$ cat config.mk
export PLATFORM = sky130hd
export DESIGN_NAME = output_drain
export DESIGN_NICKNAME = d
export VERILOG_FILES = /design/src/rtl/output_drain.sv
export SDC_FILE = /design/constraint.sdc
export NUM_CORES = 1
export LEC_CHECK = 0
export ABC_AREA = 1
export BUFFER_PORTS_ARGS = -buffer_cell sky130_fd_sc_hd__clkbuf_2
export CAP_MARGIN = 20
export CORE_AREA = 2 2 152 154
export DETAILED_ROUTE_END_ITERATION = 6
export DIE_AREA = 0 0 154 156
export SLEW_MARGIN = 40
export SYNTH_ARGS = -nofsm -noshare
export SYNTH_HDL_FRONTEND = slang
export SYNTH_SLANG_ARGS = --single-unit
$ cat constraint.sdc
create_clock -name clk_i -period 4.6 [get_ports clk_i]
set_input_delay 0.46 -clock clk_i [delete_from_list [all_inputs] [get_ports clk_i]]
set_output_delay 0.46 -clock clk_i [all_outputs]
set_load 0.1 [all_outputs]
$ cat src/rtl/output_drain.sv
// output_drain: walks filter results 0..num_filters-1 through an upstream
// result selector, quantizes each one (round, shift, optional ReLU, saturate)
// and streams them out through a small ready/valid FIFO. Issue stalls when the
// FIFO plus the in-flight S1 stage would overflow, so S1 can always write.
module output_drain #(
    parameter int NUM_FILTERS = 30,
    parameter int ACC_WIDTH   = 16,
    parameter int OUT_WIDTH   = 8,
    parameter int SEL_WIDTH   = $clog2(NUM_FILTERS),
    parameter int FIFO_DEPTH  = 4
) (
    input  logic                        clk_i,
    input  logic                        general_rst_ni,
    input  logic                        start_i,
    input  logic [SEL_WIDTH:0]          num_filters_i,
    input  logic [3:0]                  shift_i,
    input  logic                        relu_en_i,
    output logic [SEL_WIDTH-1:0]        sel_mux_final_o,
    input  logic signed [ACC_WIDTH-1:0] final_output_i,
    output logic                        out_valid_o,
    input  logic                        out_ready_i,
    output logic signed [OUT_WIDTH-1:0] out_data_o,
    output logic [SEL_WIDTH-1:0]        out_idx_o,
    output logic                        out_last_o,
    output logic                        busy_o,
    output logic                        done_o
);

    // FIFO_DEPTH must be a power of two (>= 2) so the pointers wrap naturally.
    localparam int PW = $clog2(FIFO_DEPTH);
    localparam int CW = PW + 1;

    localparam logic [SEL_WIDTH:0] NUM_MAX = (SEL_WIDTH+1)'(NUM_FILTERS);
    localparam logic [CW:0]        DEPTH_C = (CW+1)'(FIFO_DEPTH);

    // Saturation bounds expressed in the widened quantizer width.
    localparam logic signed [ACC_WIDTH:0] SAT_HI = (ACC_WIDTH+1)'((2**(OUT_WIDTH-1)) - 1);
    localparam logic signed [ACC_WIDTH:0] SAT_LO = (ACC_WIDTH+1)'(-(2**(OUT_WIDTH-1)));
    localparam logic [OUT_WIDTH-1:0]      OUT_HI = {1'b0, {(OUT_WIDTH-1){1'b1}}};
    localparam logic [OUT_WIDTH-1:0]      OUT_LO = {1'b1, {(OUT_WIDTH-1){1'b0}}};

    typedef enum logic [1:0] {
        IDLE  = 2'd0,
        ISSUE = 2'd1,
        FLUSH = 2'd2,
        DONE  = 2'd3
    } state_t;

    state_t state_q, state_d;

    // Latched pass configuration and the issue index.
    logic [SEL_WIDTH:0]   num_q;
    logic [3:0]           shift_q;
    logic                 relu_q;
    logic [SEL_WIDTH:0]   idx_q;
    logic [SEL_WIDTH-1:0] sel_q;

    // S1: registered upstream result waiting to be quantized into the FIFO.
    logic                        s1_valid_q;
    logic signed [ACC_WIDTH-1:0] s1_data_q;
    logic [SEL_WIDTH-1:0]        s1_idx_q;

    // Output FIFO.
    logic [OUT_WIDTH-1:0] fifo_data_q [FIFO_DEPTH];
    logic [SEL_WIDTH-1:0] fifo_idx_q  [FIFO_DEPTH];
    logic                 fifo_last_q [FIFO_DEPTH];
    logic [PW-1:0]        wr_ptr_q, rd_ptr_q;
    logic [CW-1:0]        count_q, count_d;

    logic [SEL_WIDTH:0]   num_clamped;
    logic [CW:0]          occupancy;
    logic                 issue, last_issue, push, pop, start_acc;

    logic signed [ACC_WIDTH:0] q_ext, q_round, q_shift;
    logic [ACC_WIDTH:0]        q_rnd;
    logic [OUT_WIDTH-1:0]      q_out;
    logic                      s1_last;

    assign num_clamped = (num_filters_i > NUM_MAX) ? NUM_MAX : num_filters_i;
    assign start_acc   = (state_q == IDLE) && start_i;

    // An issue is only allowed when the entry it creates is guaranteed a FIFO slot,
    // counting the one possibly still sitting in S1; a same-cycle pop does not help.
    assign occupancy  = {1'b0, count_q} + {{CW{1'b0}}, s1_valid_q};
    assign issue      = (state_q == ISSUE) && (occupancy < DEPTH_C);
    assign last_issue = issue && (idx_q == (num_q - (SEL_WIDTH+1)'(1)));

    assign push = s1_valid_q;
    assign pop  = out_valid_o && out_ready_i;

    // Next-state logic.
    always_comb begin
        state_d = state_q;
        unique case (state_q)
            IDLE: begin
                if (start_i) begin
                    state_d = (num_clamped == '0) ? DONE : ISSUE;
                end
            end
            ISSUE: begin
                if (last_issue) begin
                    state_d = FLUSH;
                end
            end
            FLUSH: begin
                if (!s1_valid_q && (count_q == '0)) begin
                    state_d = DONE;
                end
            end
            DONE: begin
                state_d = IDLE;
            end
            default: state_d = IDLE;
        endcase
    end

    // State register.
    always_ff @(posedge clk_i or negedge general_rst_ni) begin
        if (!general_rst_ni) begin
            state_q <= IDLE;
        end else begin
            state_q <= state_d;
        end
    end

    // Pass configuration capture and issue index counter.
    always_ff @(posedge clk_i or negedge general_rst_ni) begin
        if (!general_rst_ni) begin
            num_q   <= '0;
            shift_q <= '0;
            relu_q  <= 1'b0;
            idx_q   <= '0;
        end else if (start_acc) begin
            num_q   <= num_clamped;
            shift_q <= shift_i;
            relu_q  <= relu_en_i;
            idx_q   <= '0;
        end else if (issue) begin
            idx_q   <= idx_q + (SEL_WIDTH+1)'(1);
        end
    end

    // Remember the selector value seen during ISSUE so it holds afterwards
    // even though the index has already moved past the last filter.
    always_ff @(posedge clk_i or negedge general_rst_ni) begin
        if (!general_rst_ni) begin
            sel_q <= '0;
        end else if (state_q == ISSUE) begin
            sel_q <= idx_q[SEL_WIDTH-1:0];
        end
    end

    assign sel_mux_final_o = (state_q == ISSUE) ? idx_q[SEL_WIDTH-1:0] : sel_q;

    // S1 capture of the combinational upstream result.
    always_ff @(posedge clk_i or negedge general_rst_ni) begin
        if (!general_rst_ni) begin
            s1_valid_q <= 1'b0;
            s1_data_q  <= '0;
            s1_idx_q   <= '0;
        end else begin
            s1_valid_q <= issue;
            if (issue) begin
                s1_data_q <= final_output_i;
                s1_idx_q  <= idx_q[SEL_WIDTH-1:0];
            end
        end
    end

    // Quantizer: round-half-up, arithmetic shift in one extra bit, ReLU, saturate.
    always_comb begin
        q_ext   = {s1_data_q[ACC_WIDTH-1], s1_data_q};
        q_rnd   = '0;
        if (shift_q != 4'd0) begin
            q_rnd = (ACC_WIDTH+1)'(1) << (shift_q - 4'd1);
        end
        q_round = q_ext + $signed(q_rnd);
        q_shift = q_round >>> shift_q;
        q_out   = q_shift[OUT_WIDTH-1:0];
        if (relu_q && (q_shift < 0)) begin
            q_out = '0;
        end else if (q_shift > SAT_HI) begin
            q_out = OUT_HI;
        end else if (q_shift < SAT_LO) begin
            q_out = OUT_LO;
        end
    end

    assign s1_last = ({1'b0, s1_idx_q} == (num_q - (SEL_WIDTH+1)'(1)));

    // FIFO storage; contents need no reset because the outputs are gated by valid.
    always_ff @(posedge clk_i) begin
        if (push) begin
            fifo_data_q[wr_ptr_q] <= q_out;
            fifo_idx_q[wr_ptr_q]  <= s1_idx_q;
            fifo_last_q[wr_ptr_q] <= s1_last;
        end
    end

    // Occupancy is unchanged when a push and a pop coincide, even when full.
    always_comb begin
        count_d = count_q;
        if (push && !pop) begin
            count_d = count_q + CW'(1);
        end else if (pop && !push) begin
            count_d = count_q - CW'(1);
        end
    end

    // FIFO pointers and occupancy.
    always_ff @(posedge clk_i or negedge general_rst_ni) begin
        if (!general_rst_ni) begin
            wr_ptr_q <= '0;
            rd_ptr_q <= '0;
            count_q  <= '0;
        end else begin
            if (push) begin
                wr_ptr_q <= wr_ptr_q + PW'(1);
            end
            if (pop) begin
                rd_ptr_q <= rd_ptr_q + PW'(1);
            end
            count_q <= count_d;
        end
    end

    assign out_valid_o = (count_q != '0);
    assign out_data_o  = out_valid_o ? $signed(fifo_data_q[rd_ptr_q]) : '0;
    assign out_idx_o   = out_valid_o ? fifo_idx_q[rd_ptr_q] : '0;
    assign out_last_o  = out_valid_o && fifo_last_q[rd_ptr_q];

    assign busy_o = (state_q == ISSUE) || (state_q == FLUSH);
    assign done_o = (state_q == DONE);

endmodule

==> flow_summary_export.csv <==
group,metric,value,unit
timing,worst_pin_slew,0.7571,ns
timing,finalCritPeriodShare,88.77,%
setup_path,crit_arrival,4.24,ns
clock_tree,cts-buffers-inserted,9,
yosys,netlist_area,6608,um2
timing,fin_crit,4.083,ns
layout,num_antenna_cells,0,
global_route,grt_pass1_vias,5063,
timing,slew_headroom,49.47,%
yosys,synth_edf_count,56,
setup_path,crit_path_end_kind,"flop",
clock_tree,post_cts_resized,0,
yosys,ys_ff_latch,109,
timing,skew,0.007646,ns
layout,multiInputGateArea,3110,um2
timing,rsz0062_at_grt,"false",
global_route,grt_pass1_wl,25.23,mm
setup_path,path_class,"reg2reg",
route,wl_met1,7.668,mm
die,num_rows,55,
die,initial_core_util,29.54,%
layout,final_core_util,33.30,%
placed_design,hpwlAfterDp,11.30,mm
timing,timing.fmax,244.9,MHz
global_route,grt_overflow,0,
layout,drive_gt1_share,10.85,%
yosys,synth_nets,919,
yosys,syn_avg_cell_area,7.701,um2
die,die_h,156,um
die,die-area,24020,um2
clock_tree,clk_pin_slew_worst_paths,0.08,ns
yosys,netlist-cell-type-count,42,
route,vias,5491,
route,viasPerCell,4.622,
timing,tns,0,ns
clock_tree,cts_tree,"yes",
yosys,synthTopCellsByArea,"edfxtp_1 (25%), dfrtp_1 (20%), nand2_1 (13%)",
clock_tree,clock-sinks,109,
setup_path,path_max_fanout,20,
timing,hold_viol,0,
route,wl_per_cell,12.93,um
layout,fillers,2331,
clock_tree,clock_path_buffers,2,
route,top_layer_used,"met4",
die,core-area,22370,um2
setup_path,cpMaxStageDelayCell,"dfrtp_1",
route,wl_met3,741,um
global_route,grt_usage,13.12,%
yosys,yosys.area.top_type,"edfxtp_1",
yosys,synth-seq-area-share,45.52,%
yosys,syn_inst,858,
global_route,antenna_found_initial,0,
setup_path,worstPathRequired,4.75,ns
die,die_x,154,um
route,wl_met2,6.795,mm
min_path,worstHoldPathType,"in2async",
timing,setup_viol,0,
layout,nNetsFinal,959,
yosys,ys.flop_type,"edfxtp_1",
layout,final_cell_mix,"nand2_1 (235), nor2_1 (112), inv_1 (93), nand3_1 (68), o21ai_0 (61)",
setup_path,setup.worst_path.start_class,"flop",
layout,seq_area,3008,um2
clock_tree,clock-root-buffer,"clkbuf_16",
route,wirelength,15.36,mm
setup_path,crit_chain,"inv_1, nor2_1, inv_1, nor2_1, ha_1, fa_1, nand3_1, nand2_1, nand2_1, nand2_2, nand2_1, nand3_2, nand3_2, nand3_1, nand3_2, nand3_1, nand2_1, nand2_1, nor2_1, nand3_2, nand2_2, nand2_2, nor2_1",
yosys,ys_async_sr_fraction,48.62,%
placed_design,gp_congestion,0.9137,
timing,slew_viol_final,0,
route,dr.pass1.iters,4,
setup_path,path_buf_inv,2,
yosys,ys.warnings.count,0,
placed_design,port_buffers,52,
route,ant_nets,0,
global_route,grt_max_degree,54,
layout,areaGrowthSynthToFinish,12.72,%
setup_path,max_stage_delay,0.52,ns
layout,layout_commonest_cell,"nand2_1",
yosys,synth_top_area_share,25.45,%
clock_tree,cts_setup_buffers,0,
clock_tree,cts_hold_buf,0,
clock_tree,htreeDepth,3,
status,outcome,"finished, final reports clean",
die,io_pins,53,
route,post-route-drc-count,0,
setup_path,crit_top_cell,"nand2_1",
job,cap_violations,0,
route,drt_iter0_markers,338,
setup_path,critPathTopFamily,"simple AND/OR/NAND/NOR gates",
clock_tree,clkLatencyLatePin,0.36,ns
-- Yosys cell counts, types with 4 or more instances --
master,number
ha_1,28
nand2_1,235
o211ai_1,4
inv_1,93
a21oi_1,35
o21ai_0,61
nor2_1,112
nor3_1,9
nand3_1,68
clkbuf_1,23
edfxtp_1,56
xnor2_1,8
inv_2,5
xor2_1,11
o221ai_1,4
dfrtp_1,53
a31oi_1,4
nand2_2,8
nand3_2,4
-- state kept, by name, indices dropped and copies added, names as in the netlist, 2 cells and up --
name         cells
s1_idx_q         5
shift_q          4
wr_ptr_q         2
idx_q            6
num_q            6
rd_ptr_q         2
fifo_data_q     32
state_q          2
sel_q            5
fifo_idx_q      20
fifo_last_q      4
s1_data_q       16
count_q          3
-- metrics by stage --
step	area [um2]	cells	setup slack [ns]	hold WS, ns
2_1_floorplan	6608	858	1.118	0.1644
3_3_place_gp	7151	1172	0.5938	0.4739
3_5_place_dp	7151	1172	0.5635	0.4734
4_1_cts	7448	1188	0.5349	0.2615
5_1_grt	7448	1188	0.1269	0.2865
6_report	7448	1188	0.5167	0.2220
-- metal layers --
layer  global-route usage, %  vias up
met5                       0        -
met4                   2.359        0
met3                   2.972       12
met2                   20.93      112
met1                   18.46     2501
li1                        -     2866
-- final timing paths --
check | from | endpoint | slack, ns | depth (start not counted)
max in group asynchronous | general_rst_ni | sel_q[2]$_DFF_PN0_ | 3.89 | 2
max | shift_q[0]$_DFFE_PN0P_ | fifo_data_q[1][6]$_DFFE_PP_ | 0.52 | 23
max reg2reg | shift_q[0]$_DFFE_PN0P_ | fifo_data_q[1][6]$_DFFE_PP_ | 0.52 | 23
min reg2reg | s1_data_q[14]$_DFFE_PN0P_ | s1_data_q[14]$_DFFE_PN0P_ | 0.49 | 2
min | general_rst_ni | s1_data_q[13]$_DFFE_PN0P_ | 0.22 | 2
min in group clk_i | final_output_i[7] | s1_data_q[7]$_DFFE_PN0P_ | 0.29 | 3
-- cell families (layout without fill, tap and decap cells) --
logic type | Yosys count | count (layout) | share of synthesized area, %
compound gates | 119 | 119 | 9.809
xor+xnor | 19 | 19 | 2.518
fa+ha+maj | 30 | 30 | 5.908
buf+inv | 128 | 173 | 7.404
flops | 109 | 109 | 45.52
mux | 2 | 2 | 0.3219
other cells | 1 | 1 | 0.05675
simple gates | 450 | 450 | 28.46
-- final cells by class --
class,count,share of cell area [%]
tap,285,4.788
clock buffer,9,3.024
clock inverter,7,0.9743
timing repair buffer,57,3.998
multi-input combinational,621,41.76
inverter,100,5.073
sequential,109,40.38
Power is not shown: default switching activity piles up to over one toggle a cycle in this logic, so the estimate is an artifact.
